**config.mk**
```make
export PLATFORM = sky130hd
export DESIGN_NAME = fp_flags_tracker
export DESIGN_NICKNAME = d
export VERILOG_FILES = /design/src/rtl/fp_flags_tracker.sv
export SDC_FILE = /design/constraint.sdc
export NUM_CORES = 1
export LEC_CHECK = 0
export ABC_AREA = 1
export BUFFER_PORTS_ARGS = -buffer_cell sky130_fd_sc_hd__buf_2
export CAP_MARGIN = 25
export CORE_ASPECT_RATIO = 1.75
export CORE_MARGIN = 2
export CORE_UTILIZATION = 25
export CTS_BUF_LIST = sky130_fd_sc_hd__clkbuf_8
export CTS_CLUSTER_SIZE = 20
export DETAILED_ROUTE_END_ITERATION = 8
export PLACE_DENSITY = 0.46
export RECOVER_POWER = 50
export REMOVE_ABC_BUFFERS = 1
export SLEW_MARGIN = 20
export SYNTH_ARGS = -nofsm -noshare
export SYNTH_HDL_FRONTEND = slang
export SYNTH_SLANG_ARGS = --single-unit
```
**constraint.sdc**
```tcl
create_clock -name clk -period 3.1 [get_ports clk]
set_input_delay 0.465 -clock clk [delete_from_list [all_inputs] [get_ports clk]]
set_output_delay 0.465 -clock clk [all_outputs]
set_load 0.05 [all_outputs]
```
**src/rtl/fp_flags_tracker.sv**
```systemverilog
// FPU exception-flag tracker: buffers per-sqN flag updates, drops squashed ones,
// and ORs committed flags into the architectural fflags register.
module fp_flags_tracker #(
   parameter int SQN_W      = 7,
   parameter int DEPTH      = 32,
   parameter int NUM_COMMIT = 2
) (
   input  logic                        clk,
   input  logic                        rst,
   input  logic                        IN_upd_valid,
   input  logic [SQN_W-1:0]            IN_upd_sqN,
   input  logic [4:0]                  IN_upd_flags,
   input  logic                        IN_branch_taken,
   input  logic [SQN_W-1:0]            IN_branch_sqN,
   input  logic [NUM_COMMIT-1:0]       IN_comm_valid,
   input  logic [NUM_COMMIT*SQN_W-1:0] IN_comm_sqN,
   input  logic                        IN_csr_we,
   input  logic [4:0]                  IN_csr_wdata,
   output logic [4:0]                  OUT_fflags,
   output logic                        OUT_err
);

   localparam int IDX_W = $clog2(DEPTH);

   logic [DEPTH-1:0] valid_q, valid_d;
   logic [SQN_W-1:0] sqn_q   [DEPTH];
   logic [SQN_W-1:0] sqn_d   [DEPTH];
   logic [4:0]       flags_q [DEPTH];
   logic [4:0]       flags_d [DEPTH];
   logic [4:0]       fflags_q, fflags_d;
   logic             err_q, err_d;

   logic [SQN_W-1:0] comm_sqn [NUM_COMMIT];
   logic [IDX_W-1:0] comm_idx [NUM_COMMIT];
   logic [IDX_W-1:0] upd_idx;
   logic             upd_live;
   logic             upd_blocked;
   logic [4:0]       hit_acc;

   // Wrap-safe age compare: true when a is strictly younger than b.
   function automatic logic is_younger(input logic [SQN_W-1:0] a,
                                       input logic [SQN_W-1:0] b);
      logic signed [SQN_W-1:0] diff;
      diff = $signed(a - b);
      return !diff[SQN_W-1] && (diff != '0);
   endfunction

   always_comb begin
      for (int p = 0; p < NUM_COMMIT; p++) begin
         comm_sqn[p] = IN_comm_sqN[p*SQN_W +: SQN_W];
         comm_idx[p] = comm_sqn[p][IDX_W-1:0];
      end
   end

   assign upd_idx  = IN_upd_sqN[IDX_W-1:0];
   assign upd_live = IN_upd_valid &&
                     !(IN_branch_taken && is_younger(IN_upd_sqN, IN_branch_sqN));

   always_comb begin
      valid_d     = valid_q;
      sqn_d       = sqn_q;
      flags_d     = flags_q;
      err_d       = err_q;
      hit_acc     = '0;
      upd_blocked = 1'b0;

      if (IN_branch_taken) begin
         for (int i = 0; i < DEPTH; i++) begin
            if (valid_q[i] && is_younger(sqn_q[i], IN_branch_sqN)) begin
               valid_d[i] = 1'b0;
            end
         end
      end

      // Commit reads pre-clear state, so it wins over a same-cycle branch clear.
      for (int p = 0; p < NUM_COMMIT; p++) begin
         if (IN_comm_valid[p]) begin
            if (upd_live && (IN_upd_sqN == comm_sqn[p])) begin
               hit_acc              = hit_acc | IN_upd_flags;
               valid_d[comm_idx[p]] = 1'b0;
            end else if (valid_q[comm_idx[p]] && (sqn_q[comm_idx[p]] == comm_sqn[p])) begin
               hit_acc              = hit_acc | flags_q[comm_idx[p]];
               valid_d[comm_idx[p]] = 1'b0;
            end else begin
               err_d = 1'b1;
            end
            if (comm_idx[p] == upd_idx) begin
               upd_blocked = 1'b1;
            end
         end
      end

      if (upd_live && !upd_blocked) begin
         if (valid_q[upd_idx]) begin
            err_d = 1'b1;
         end
         valid_d[upd_idx] = 1'b1;
         sqn_d[upd_idx]   = IN_upd_sqN;
         flags_d[upd_idx] = IN_upd_flags;
      end

      if (IN_csr_we && (|IN_comm_valid)) begin
         err_d = 1'b1;
      end

      fflags_d = IN_csr_we ? IN_csr_wdata : (fflags_q | hit_acc);
   end

   always_ff @(posedge clk or negedge rst) begin
      if (!rst) begin
         valid_q  <= '0;
         fflags_q <= '0;
         err_q    <= 1'b0;
      end else begin
         valid_q  <= valid_d;
         fflags_q <= fflags_d;
         err_q    <= err_d;
      end
   end

   // Slot payload is qualified by valid_q, so it needs no reset.
   always_ff @(posedge clk) begin
      sqn_q   <= sqn_d;
      flags_q <= flags_d;
   end

   assign OUT_fflags = fflags_q;
   assign OUT_err    = err_q;

endmodule

```
After elaboration in Yosys (flattened, before gate mapping)
Index checks and enable logic that the tools add are counted.
{"block": "word_totals", "in_bits": 45, "elab_cells": 363, "output_inout_bits": 6, "reg_bits": 422}
{"block": "classes", "eq_ne": 6, "order_cmp": 10, "bitwise_logic": 11, "muxes": 90, "n_reduce_logical": 146, "n_addsub": 33}
{"op": "$mux 32", "n": 8}
{"op": "$reduce_bool 7->1", "n": 33}
{"op": "$sub 7x7->7", "n": 33}
{"op": "$bwmux 224", "n": 1}
{"op": "$bwmux 160", "n": 1}
{"op": "$logic_and 1x1->1", "n": 77}
{"op": "$bmux 7 s5", "n": 2}
{"op": "$and 32x32->32", "n": 2}
{"op": "$not 32->32", "n": 2}
{"op": "$mux 5", "n": 12}
{"op": "$mux 1", "n": 51}
{"op": "$bmux 5 s5", "n": 2}
{"op": "$demux 7 s5", "n": 1}
{"op": "$logic_not 1->1", "n": 35}
{"op": "$mux 7", "n": 5}
{"op": "$or 32x32->32", "n": 1}
{"op": "$eq 7x7->1", "n": 4}
{"op": "$demux 5 s5", "n": 1}
{"op": "$ge 6x6->1 const B", "n": 3}
{"op": "$lt 5x6->1 const B", "n": 3}
{"op": "$not 5->6", "n": 3}
{"op": "$bmux 1 s5", "n": 3}
{"op": "$demux 1 s5", "n": 3}
{"op": "$ge 5x1->1 const B", "n": 3}
{"op": "other kinds (4)", "n": 7}

Depth between registers and ports, before layout
Gate-level depths: netlist of the first run.
{"block": "depth", "word_depth": 16, "depth_mapped": 22, "ltp_nobuf": 20}

Least setup slack after synthesis of the first run
OpenSTA, ideal clock, no wires.
{"block": "synth_path", "kind": "input -> register", "startpoint": "input port IN_branch_sqN[1]", "endpoint": "register flags_q[105] (netlist name), enable pin", "n_path_buf": 0, "setup_slack_ns": -2.041, "arrival_ns": 4.761, "path_stages": 13, "setup_time_ns": 0.380, "t_required_ns": 2.720, "cell_sequence": "inv_1 > fa_1 > nor3b_1 > nand2_1 > nor2_1 > nand3_1 > nand2_1 > nand2_1 > nor2_1 > inv_1 > nor2_1 > clkinv_1 > nor2_1"}
{"block": "synth_between", "elab_chain_cells": 7, "word_cells_on_any_way": 8, "cone_classes": "add/sub: 1; reduce/logical: 7"}
{"element": "start: declaration", "line_no": "14", "source": "input logic [SQN_W-1:0] IN_branch_sqN,"}
{"element": "$sub 7x7->7 *", "line_no": "44", "source": "diff = $signed(a - b);"}
{"element": "$reduce_bool 7->1 / $logic_not 1->1 (equally long branches)", "line_no": "45", "source": "return !diff[SQN_W-1] && (diff != '0);"}
{"element": "$logic_and 1x1->1 *", "line_no": "45"}
{"element": "$logic_and 1x1->1 *", "line_no": "57", "source": "!(IN_branch_taken && is_younger(IN_upd_sqN, IN_branch_sqN));"}
{"element": "$logic_not 1->1 *", "line_no": "57"}
{"element": "$logic_and 1x1->1 *", "line_no": "56", "source": "assign upd_live = IN_upd_valid &&"}
{"element": "$logic_and 1x1->1 *", "line_no": "93", "source": "if (upd_live && !upd_blocked) begin"}
{"element": "end signal: assignment", "line_no": "124", "source": "flags_q <= flags_d;"}
{"element": "end: declaration", "line_no": "28", "source": "logic [4:0] flags_q [DEPTH];"}
Mark *: on every way between the ends. The rest lies on a longest branch, timed or not.
A chain may end at the register's enable or synchronous reset.

Final worst setup path of the first run
{"block": "layout_path", "startpoint": "input port IN_upd_sqN[0]", "endpoint": "register sqn_q[87] (netlist name), enable pin"}
{"block": "layout_between", "elab_chain_cells": 7, "word_cells_on_any_way": 15, "cone_classes": "add/sub: 1; eq/ne: 2; mux: 4; reduce/logical: 8"}
{"element": "start: declaration", "line_no": "11", "source": "input logic [SQN_W-1:0] IN_upd_sqN,"}
{"element": "$sub 7x7->7 / $eq 5x5->1 (equally long branches)", "line_no": "44, 87"}
{"element": "$reduce_bool 7->1 (tied with other cells)", "line_no": "45"}
{"element": "$logic_and 1x1->1 / $mux 1 (equally long branches)", "line_no": "45, 77"}
{"element": "$logic_and 1x1->1 / $mux 1 (equally long branches)", "line_no": "57, 87"}
{"element": "$logic_not 1->1 / $mux 1 (equally long branches)", "line_no": "57, 77"}
{"element": "$logic_and 1x1->1 / $logic_not 1->1 (equally long branches)", "line_no": "56, 93"}
{"element": "$logic_and 1x1->1 *", "line_no": "93"}
{"element": "end signal: assignment", "line_no": "123", "source": "sqn_q <= sqn_d;"}
{"element": "end: declaration", "line_no": "26", "source": "logic [SQN_W-1:0] sqn_q [DEPTH];"}
Marks and branches as above.

==> qor.txt, run 1 <==
======================================================================================
Outcome                                                                   finished with violations
Violated checks                                                           max-capacitance violations, max-slew violations
Total wire length after detailed routing                                     145000 um
Switch share                                                                     31.3%
Maximum number of pins on one net before global-route repair                        47
Biggest fanout along the worst timing path                                           7
Effective utilization at floorplan                                               25.1%
Dpl hpwl                                                                     112000 um
Synthesized area                                                            30000 um^2
Cell count after synthesis                                                        3694
Count of clock tree sinks                                                          422
DRC viols                                                                            0
Headroom to the max-slew limit                                                  -24.3%
Die Footprint                                                              123000 um^2
Top flip-flop cell by instance count after synthesis                      sky130_fd_sc_hd__edfxtp_1
Number of warnings issued by yosys                                                   0
Part of the total power dissipated in the clock network                          35.5%
Die height                                                                      462 um
Maximum ir drop on the vdd rail                                                 291 uV
Type of the tightest min-delay check                                            in2reg
Worst Tran Pin Value                                                           1.86 ns
Worst slack at placement                                                     -0.725 ns
Count of different cell masters after synthesis                                     47
Max_cap viols                                                                        3
Proportion of synthesized flip-flops having asynchronous set or reset            9.00%
Clock slew at the register clock pins of the worst setup and hold paths        0.08 ns
Area delta synth->final                                                          23.2%
Die Wd                                                                          266 um
Unrepaired setup endpoints after global routing                                     no
Yosys reg bits                                                                     422
Post-route core utilization                                                      31.0%
Pwr per Cell Area                                                          395 nW/um^2
Max H-tree Level                                                                     3
Drt initial violations                                                            2450
Clock buffers created by TritonCTS                                                  67
Layout cell share with drive strength beyond 1                                   15.7%
Cell type contributing the most total cell area after synthesis           sky130_fd_sc_hd__edfxtp_1
Leak Pwr                                                                     0.0163 uW
Area of the multi-input gates                                               15600 um^2
Routed wire length per instance                                                25.3 um
Area share of the largest cell type after synthesis                              38.4%
Arrival time reported for the critical path endpoint                           3.36 ns
Required time of the critical path                                             3.54 ns
Antenna viol nets, final                                                             0
Overflow left after global routing                                                   0
Worst setup slack after layout                                                0.182 ns
Top-level port count                                                                51
Net load switching power                                                       4570 uW
Fin nets                                                                          4415
Standard cell core area                                                    119000 um^2
Routed via count divided by cell count                                            5.04
Peak Freq                                                                      343 MHz
Clock latency on the worst-skew pair                                           0.78 ns
Number of iterations in the first detailed-routing pass                              6
Fraction of the cycle the final worst path needs                                 94.1%
Sequential cell area in the final layout                                    12500 um^2
Hold Violations, Final                                                               0
Comb power frac                                                                  20.9%
Fill count                                                                       12719
First-pass GRT wire length                                                   203000 um
Top library cells by usage in the layout, fill and taps aside             sky130_fd_sc_hd__nand2_1, sky130_fd_sc_hd__buf_4, sky130_fd_sc_hd__edfxtp_1
Global Route Usage Sum                                                           23.2%
Clock tree from TritonCTS                                                          yes
Antenna violations before repair                                                     5
Syn_area_per_cell                                                            8.13 um^2
Total setup violations reported at the end of the flow                               0
Clock Skew                                                                   0.0647 ns
Cell internal power dissipation                                               10000 uW
Period minus WS final                                                          2.92 ns
Via Count                                                                        28840
Vias in the first global route                                                   28697
Count of buffers from port buffering                                                50
# Post-CTS Setup Buffers                                                             0
Fin. max-slew vios                                                                  80
Routability cong.                                                                0.978
Number of core rows                                                                168
Number of enable flip-flop cells after synthesis                                   384
Critical path start-end classification                                          in2reg
Critical path launch point type                                              input pin
Root buffer cell                                                          sky130_fd_sc_hd__clkbuf_8
Main area contributors after synthesis                                    sky130_fd_sc_hd__edfxtp_1, sky130_fd_sc_hd__nand2_1, sky130_fd_sc_hd__ha_1
Maximum count of clock buffers along a single path                                   3
Kind of end point of the critical path                                        register
Register area share after synthesis                                              41.6%
Most common cell after layout, fill and taps aside                        sky130_fd_sc_hd__nand2_1
Reg power frac                                                                   43.6%
======================================================================================
## through the flow
step	power (uW)	cell area [um^2]	hold slack [ns]	instances	TNS (ns)
floorplan	7890	29300	0.169	3551	-760.33
global placement	9480	35500	0.541	5591	-274.13
detailed placement	9490	35500	0.550	5591	-238.46
CTS	14700	36900	0.0246	5715	0
global route	15200	37000	0.0818	5719	0
finish	14600	37000	0.0903	5720	0
## layer usage
metal | global-route usage, % | part of all wire [%] | vias to the layer above
li1 | - | - | 13453
met1 | 23.6 | 35 | 13896
met2 | 42.3 | 51 | 1070
met3 | 3.14 | 4.5 | 417
met4 | 18.0 | 9.2 | 4
met5 | 0 | 0.018 | -
## registers in the layout, indices dropped and copies added (netlist names)
name        flops
OUT_err         1
sqn_q         224
OUT_fflags      5
valid_q        32
flags_q       160
## Yosys cell counts (60+ instances only)
cell type	count
sky130_fd_sc_hd__nor2_1	244
sky130_fd_sc_hd__a22oi_1	89
sky130_fd_sc_hd__nand2_1	1147
sky130_fd_sc_hd__xor2_1	84
sky130_fd_sc_hd__xnor2_1	60
sky130_fd_sc_hd__o22ai_1	84
sky130_fd_sc_hd__ha_1	198
sky130_fd_sc_hd__o21ai_0	174
sky130_fd_sc_hd__edfxtp_1	384
sky130_fd_sc_hd__inv_1	337
sky130_fd_sc_hd__nand3_1	239
sky130_fd_sc_hd__a21oi_1	180
## power by group through the flow
stage               Clock (uW)  Combinational (uW)  Sequential (uW)
CTS                       5300                3020             6360
finish                    5190                3050             6370
floorplan                    0                1420             6470
detailed placement           0                3000             6480
global placement             0                2990             6480
global route              5520                3280             6370
## final cells by class
class,count,share of cell area (%)
diodes,2,0.0135
clock buffers,69,2.57
clock inverters,49,1.11
inverters,346,3.52
multi-input cells,2783,42.1
flip-flops and latches,422,33.8
well taps,1530,5.18
repair buffers,519,11.7
## kinds of logic (layout without fill, tap and decap cells)
logic type / after synthesis / in the layout / share of synthesized area [%]
other cells: 0 / 2 / 0
fa+ha+maj: 231 / 231 / 10.5
xor+xnor: 144 / 144 / 4.20
simple gates: 1762 / 1762 / 24.3
buf+inv: 489 / 983 / 6.71
compound gates: 646 / 646 / 12.7
flops: 422 / 422 / 41.6
## worst paths after layout
| kind | start | end | slack [ns] | depth (start not counted) |
|---|---|---|---|---|
| worst min register to register | OUT_fflags[0]$_DFF_PN0_ | OUT_fflags[0]$_DFF_PN0_ | 0.57 | 4 |
| worst max-delay path | IN_upd_sqN[0] | sqn_q[87]$_DFFE_PP_ | 0.18 | 22 |
| worst min-delay path | IN_csr_we | OUT_err$_DFF_PN0_ | 0.09 | 3 |
| worst max register to register | sqn_q[77]$_DFFE_PP_ | valid_q[20]$_DFF_PN0_ | 0.39 | 13 |
| min in group asynchronous | rst | valid_q[21]$_DFF_PN0_ | 0.42 | 2 |
| max in group asynchronous | rst | valid_q[30]$_DFF_PN0_ | 0.49 | 3 |
## repair_timing
item / CTS / global route
endpoints found under the hold margin: 43 / 0
hold buffers: 6 / 0
resized for setup: 0 / 25
endpoints found under the setup margin: 0 / 255
## worst max-delay path, stage by stage
cell	delay, ns
sky130_fd_sc_hd__buf_2	0.12
sky130_fd_sc_hd__inv_1	0.09
sky130_fd_sc_hd__buf_12	0.15
sky130_fd_sc_hd__ha_1	0.15
sky130_fd_sc_hd__inv_1	0.06
sky130_fd_sc_hd__fa_1	0.39
sky130_fd_sc_hd__buf_4	0.15
sky130_fd_sc_hd__nand2_1	0.06
sky130_fd_sc_hd__nand2_1	0.06
sky130_fd_sc_hd__xor2_1	0.15
sky130_fd_sc_hd__nor2_1	0.09
sky130_fd_sc_hd__nand3_1	0.08
sky130_fd_sc_hd__nand2_2	0.10
sky130_fd_sc_hd__nand2_2	0.09
sky130_fd_sc_hd__buf_4	0.17
sky130_fd_sc_hd__nor2_1	0.14
sky130_fd_sc_hd__inv_1	0.08
sky130_fd_sc_hd__nor2_1	0.13
sky130_fd_sc_hd__inv_1	0.09
sky130_fd_sc_hd__buf_4	0.17
sky130_fd_sc_hd__nor2_1	0.15
sky130_fd_sc_hd__buf_4	0.20
Note: power is estimated with default switching activity, not from simulation.
==> inputs of run 2 (changes only) <==
--- a/config.mk
+++ b/config.mk
@@ -19,3 +19,2 @@
 export REMOVE_ABC_BUFFERS = 1
-export SLEW_MARGIN = 20
 export SYNTH_ARGS = -nofsm -noshare
==> constraint.sdc (replaced) <==
create_clock -name clk -period 3.1 [get_ports clk]
set_input_delay 0.31 -clock clk [delete_from_list [all_inputs] [get_ports clk]]
set_output_delay 0.31 -clock clk [all_outputs]
set_load 0.05 [all_outputs]
==> qor.txt, run 2 (synthesized netlist as in run 1, its figures left out) <==
======================================================================================
Largest register FFs                                                               224   unchanged
Clock tree from TritonCTS                                                          yes
Total setup violations reported at the end of the flow                               0   unchanged
Critical path's most frequent cell                                        sky130_fd_sc_hd__nand2_1
Unrepaired setup endpoints after global routing                                     no
Via Count                                                                        28642   -0.69%
Maximum number of pins on one net before global-route repair                        41   -13%
Die Wd                                                                          266 um   unchanged
Peak Freq                                                                      334 MHz   -2.5%
Maximum count of clock buffers along a single path                                   3   unchanged
Launch instance of the worst min-delay path                               IN_comm_valid[1]
Area delta synth->final                                                          21.4%
Dpl hpwl                                                                     112000 um   +0.24%
Worst Tran Pin Value                                                           2.74 ns   +0.881 ns
Maximum ir drop on the vdd rail                                                 291 uV   about the same
Effective utilization at floorplan                                               25.1%   unchanged
Clock buffers created by TritonCTS                                                  67   unchanged
Fin. max-slew vios                                                                 154   +93%
Post-Place Cell Area                                                        35100 um^2   -1.2%
Antenna violations before repair                                                     7   +2
Critical path cell sequence                                               nand2_1 > nand2_1 > nand2_1 > nand2_1 > nand2_1 > nand2_1 > nor2_1 > nand2_1 > nand2_1 > nand2_1 > nor3_4 > nand2_2 > buf_4 > nand3_1 > nand4_1 > dlygate4sd3_1
Routability cong.                                                                0.986   +0.79%
Clock slew at the register clock pins of the worst setup and hold paths        0.06 ns   -0.02 ns
Critical path launch point type                                               register
Hold Violations, Final                                                               0   unchanged
Leak Pwr                                                                     0.0160 uW   -2.0%
CP Buf/Inv Count                                                                     2   -8
FF-to-FF path depth                                                                 16   +3
Drt initial violations                                                            2579   +5.3%
Routed via count divided by cell count                                            5.06   +0.28%
Number of iterations in the first detailed-routing pass                              6   unchanged
Worst setup slack for register-to-register paths                               0.11 ns   -0.28 ns
Peak per-stage delay on the critical path                                      0.59 ns   +0.20 ns
DRC viols                                                                            0   unchanged
Top-level port count                                                                51   unchanged
Slowest cell on the critical path                                         sky130_fd_sc_hd__dlygate4sd3_1
Layout Cells excl Fill                                                            5665   -0.96%
Arrival time reported for the critical path endpoint                           3.60 ns   +0.24 ns
Vias in the first global route                                                   28899   +0.70%
Final Cell Area                                                             36400 um^2   -1.4%
Count of buffers from port buffering                                                50   unchanged
Total wire length after detailed routing                                     145000 um   +0.25%
Standard cell core area                                                    119000 um^2   unchanged
Clock latency on the worst-skew pair                                           0.76 ns   -0.02 ns
Type of the tightest min-delay check                                            in2reg
Outcome                                                                   finished with violations
Critical Path Source                                                      sqn_q[47]$_DFFE_PP_
Antenna viol nets, final                                                             0   unchanged
Pwr per Cell Area                                                          389 nW/um^2   -1.5%
Top delay family on crit path                                             simple AND/OR/NAND/NOR gates
Biggest registers after layout                                            sqn_q: 224 flops, flags_q: 160 flops, valid_q: 32 flops
Routed wire length per instance                                                25.6 um   +1.2%
Worst hold path stage count                                                          7   +4
Placed insts                                                                      5526   -1.2%
Fill count                                                                       12733   +0.11%
Required time of the critical path                                             3.70 ns   +0.16 ns
Register with the most flip-flops                                                sqn_q
Fraction of the cycle the final worst path needs                                 96.6%   +2.5 points
Clock Skew                                                                   0.0648 ns   +0.000136 ns
Root buffer cell                                                          sky130_fd_sc_hd__clkbuf_8
Most common cell after layout, fill and taps aside                        sky130_fd_sc_hd__nand2_1
Die height                                                                      462 um   unchanged
Kind of end point of the critical path                                        register
Violated checks                                                           max-capacitance violations, max-slew violations
Top library cells by usage in the layout, fill and taps aside             sky130_fd_sc_hd__nand2_1, sky130_fd_sc_hd__edfxtp_1, sky130_fd_sc_hd__inv_1
First-pass GRT wire length                                                   204000 um   +0.38%
Critical path start-end classification                                         reg2reg
Max H-tree Level                                                                     3   unchanged
Worst reg2reg path endpoint                                               OUT_err$_DFF_PN0_
Die Footprint                                                              123000 um^2   unchanged
Overflow left after global routing                                                   0   unchanged
Number of core rows                                                                168   unchanged
Period minus WS final                                                          2.99 ns   +0.0762 ns
Count of clock tree sinks                                                          422   unchanged
Worst reg2reg path startpoint                                             sqn_q[47]$_DFFE_PP_
Layout cell share with drive strength beyond 1                                   14.2%   -1.5 points
Global Route Usage Sum                                                           23.3%   +0.10 points
Destination of the worst hold path                                        OUT_fflags[3]$_DFF_PN0_
Headroom to the max-slew limit                                                  -83.0%   -59 points
Max_cap viols                                                                        5   +2
Biggest fanout along the worst timing path                                           3   -4
Post-route core utilization                                                      30.5%   -0.45 points
Fin nets                                                                          4354   -1.4%
======================================================================================
[run 2: worst max-delay path by stage]
stage                        endpoint  slack (ns)  cells after the start
2_1_floorplan  flags_q[105]$_DFFE_PP_       -1.89                     13
3_3_place_gp       sqn_q[8]$_DFFE_PP_       -0.79                     21
3_5_place_dp       sqn_q[8]$_DFFE_PP_       -0.74                     21
4_1_cts            sqn_q[8]$_DFFE_PP_       0.006                     21
5_1_grt             OUT_err$_DFF_PN0_       0.004                     21
6_report            OUT_err$_DFF_PN0_        0.11                     16
[run 2: stage by stage]
stage	worst slack (ns)	power [uW]	TNS (ns)	hold slack, ns
final	0.105	14200	0	0.0778
after global routing	0.00362	14700	0	0.104
after CTS	0.00649	14300	0	0.00386
after detailed placement	-0.737	9440	-211.24	0.499
after global placement	-0.788	9430	-232.46	0.509
after floorplan	-1.89	7890	-694.92	0.0144
[run 2: power breakdown]
group | internal [uW] | switching [uW] | total (uW)
Combinational | 1020 | 1970 | 2990
Sequential | 6300 | 72.4 | 6370
Clock | 2270 | 2550 | 4810
Total | 9590 | 4590 | 14200
[run 2: cell type report]
cell class | instances | area, um^2 | area share (%)
inverters | 346 | 1300 | 3.57
diodes | 4 | 10.0 | 0.0275
clock inverters | 54 | 335 | 0.920
clock buffers | 68 | 936 | 2.57
well taps | 1530 | 1910 | 5.25
repair buffers | 458 | 3900 | 10.7
multi-input cells | 2783 | 15600 | 42.7
flip-flops and latches | 422 | 12500 | 34.3
[run 2: metal layers]
| layer | global-route usage (%) | part of all wire [%] | vias up |
|---|---|---|---|
| met1 | 23.6 | 35 | 13704 |
| met4 | 18.1 | 9.0 | 0 |
| met2 | 42.4 | 51 | 1143 |
| met3 | 3.33 | 4.9 | 451 |
| met5 | 0 | 0 | - |
| li1 | - | - | 13344 |
[run 2: worst min-delay path, delay by kind of cell]
kind	cells	cell delay [ns]
and+or+nand+nor	4	0.25
buffers and inverters	3	0.21
[run 2: repair_timing]
action,4_1_cts,5_1_grt
endpoints found under the hold margin,53,0
buffers inserted,0,2
endpoints found under the setup margin,0,77
resized for setup,0,7
hold buffers,10,0
==> inputs of run 3 (changes only) <==
CTS_BUF_LIST = sky130_fd_sc_hd__clkbuf_4   (was sky130_fd_sc_hd__clkbuf_8)
==> qor.txt, run 3 (synthesized netlist as in run 1, its figures left out) <==
======================================================================================
Antenna viol nets, final                                                             0   unchanged
Count of clock tree sinks                                                          422   unchanged
Max H-tree Level                                                                     3   unchanged
Period minus WS final                                                          3.02 ns   +0.0290 ns
Top-level port count                                                                51   unchanged
Clock tree from TritonCTS                                                          yes
Top library cells by usage in the layout, fill and taps aside             sky130_fd_sc_hd__nand2_1, sky130_fd_sc_hd__edfxtp_1, sky130_fd_sc_hd__buf_4
Most common cell after layout, fill and taps aside                        sky130_fd_sc_hd__nand2_1
Critical path launch point type                                              input pin
Standard cell core area                                                    119000 um^2   unchanged
Kind of end point of the critical path                                        register
Routability cong.                                                                0.986   unchanged
Layout Cells excl Fill                                                            5753   +1.6%
Area delta synth->final                                                          22.8%
DRC viols                                                                            0   unchanged
Total wire length after detailed routing                                     146000 um   +0.43%
Via Count                                                                        28998   +1.2%
Violated checks                                                           max-capacitance violations, max-slew violations
Number of core rows                                                                168   unchanged
Clock slew at the register clock pins of the worst setup and hold paths        0.07 ns   about the same
Fill count                                                                       12768   +0.27%
Biggest registers after layout                                            sqn_q: 224 flops, flags_q: 160 flops, valid_q: 32 flops
Type of the tightest min-delay check                                            in2reg
Post-route core utilization                                                      30.9%   +0.37 points
Headroom to the max-slew limit                                                  -76.5%   +6.4 points
Total setup violations reported at the end of the flow                               0   unchanged
Layout cell share with drive strength beyond 1                                   15.6%   +1.4 points
Fin. max-slew vios                                                                 175   +14%
Hold Violations, Final                                                               0   unchanged
First-pass GRT wire length                                                   205000 um   +0.69%
Fin nets                                                                          4418   +1.5%
Critical path start-end classification                                          in2reg
Maximum ir drop on the vdd rail                                                 246 uV   -15%
Required time of the critical path                                             3.96 ns   +0.26 ns
Clock buffers created by TritonCTS                                                 101   +51%
Outcome                                                                   finished with violations
Max_cap viols                                                                        6   +1
Drt initial violations                                                            2523   -2.2%
Root buffer cell                                                          sky130_fd_sc_hd__clkbuf_4
Maximum number of pins on one net before global-route repair                        41   unchanged
Antenna violations before repair                                                     7   unchanged
Die Wd                                                                          266 um   unchanged
Clock latency on the worst-skew pair                                           1.03 ns   +0.27 ns
Global Route Usage Sum                                                           23.4%   +0.17 points
Smallest hold slack                                                           0.110 ns   +0.0319 ns
Largest register FFs                                                               224   unchanged
Biggest fanout along the worst timing path                                          37   +34
Fraction of the cycle the final worst path needs                                 97.5%   +0.93 points
Vias in the first global route                                                   29389   +1.7%
Worst Tran Pin Value                                                           2.65 ns   -0.0966 ns
Register with the most flip-flops                                                sqn_q
Overflow left after global routing                                                   0   unchanged
Clock Skew                                                                   0.0877 ns   +0.0228 ns
Arrival time reported for the critical path endpoint                           3.89 ns   +0.29 ns
Die height                                                                      462 um   unchanged
Routed wire length per instance                                                25.3 um   -1.1%
Effective utilization at floorplan                                               25.1%   unchanged
Routed via count divided by cell count                                            5.04   -0.31%
Leak Pwr                                                                     0.0163 uW   +1.6%
Die Footprint                                                              123000 um^2   unchanged
Maximum count of clock buffers along a single path                                   3   unchanged
Number of iterations in the first detailed-routing pass                              6   unchanged
Peak Freq                                                                      331 MHz   -0.96%
Setup Total Neg Slack                                                             0 ns   unchanged
Count of buffers from port buffering                                                50   unchanged
Placed insts                                                                      5526   unchanged
Dpl hpwl                                                                     112000 um   unchanged
Total power consumption of the routed design                                  14500 uW   +2.3%
Pwr per Cell Area                                                          393 nW/um^2   +1.1%
======================================================================================
-- run 3: cell count changes in the layout (fill, tap and decap cells not counted), moves of 5 or more --
| cell | previous run | this run |
|---|---|---|
| sky130_fd_sc_hd__clkbuf_4 | 0 | 135 |
| sky130_fd_sc_hd__clkbuf_8 | 68 | 0 |
| sky130_fd_sc_hd__dlygate4sd3_1 | 10 | 35 |
| sky130_fd_sc_hd__inv_1 | 344 | 329 |
| sky130_fd_sc_hd__clkinv_1 | 17 | 30 |
| sky130_fd_sc_hd__bufinv_16 | 2 | 7 |
-- run 3: report_power, final --
part	switching, uW	internal [uW]
Sequential	72.0	6290
Combinational	1980	1050
Clock	2500	2610
-- run 3: final timing paths --
path | start | cells past startpoint | to | slack, ns
max | IN_upd_sqN[0] | 13 | OUT_err$_DFF_PN0_ | 0.08
max reg2reg | sqn_q[140]$_DFFE_PP_ | 19 | OUT_fflags[2]$_DFF_PN0_ | 0.14
max in group asynchronous | rst | 4 | OUT_fflags[2]$_DFF_PN0_ | 0.41
min in group asynchronous | rst | 3 | valid_q[17]$_DFF_PN0_ | 0.52
min reg2reg | valid_q[11]$_DFF_PN0_ | 4 | valid_q[11]$_DFF_PN0_ | 0.73
min | IN_comm_sqN[10] | 7 | valid_q[29]$_DFF_PN0_ | 0.11
-- run 3: critical path, cell delays in order --
cell and delay, ns:
sky130_fd_sc_hd__buf_2 0.10, sky130_fd_sc_hd__dlygate4sd3_1 0.58, sky130_fd_sc_hd__buf_6 0.42, sky130_fd_sc_hd__nor2_1 0.14, sky130_fd_sc_hd__buf_4 0.22, sky130_fd_sc_hd__a221oi_1 0.40
sky130_fd_sc_hd__buf_4 0.17, sky130_fd_sc_hd__o21ai_0 0.07, sky130_fd_sc_hd__nor2_1 0.18, sky130_fd_sc_hd__nand3_1 0.12, sky130_fd_sc_hd__o21ai_0 0.40, sky130_fd_sc_hd__nand4_1 0.14
sky130_fd_sc_hd__dlygate4sd3_1 0.59
-- run 3: stage by stage --
stage	cell area, um^2	setup WS, ns
after global routing	36900	-0.0160
after global placement	35100	-0.788
after floorplan	29300	-1.89
after detailed placement	35100	-0.737
final	36900	0.0764
after CTS	36800	0.0779
-- run 3: per-layer routing --
metal	vias to the layer above	global-route usage [%]	share of wire, %
li1	13527	-	-
met1	13783	23.5	34
met2	1234	42.4	51
met3	448	3.70	5.3
met4	6	19.2	9.3
met5	-	0	0.027
-- run 3: timing repair --
action | 4_1_cts | 5_1_grt
setup endpoints to repair | 0 | 30
hold buffers | 34 | 1
buffers inserted | 0 | 7
hold endpoints to repair | 255 | 9
gates resized for setup | 0 | 17
-- run 3: layout make-up --
cell class	count	area [um^2]	area share (%)
clock inverters	44	362	0.981
inverters	346	1300	3.53
multi-input cells	2783	15600	42.2
clock buffers	135	1010	2.75
flip-flops and latches	422	12500	33.9
diodes	5	12.5	0.0339
repair buffers	488	4210	11.4
well taps	1530	1910	5.19
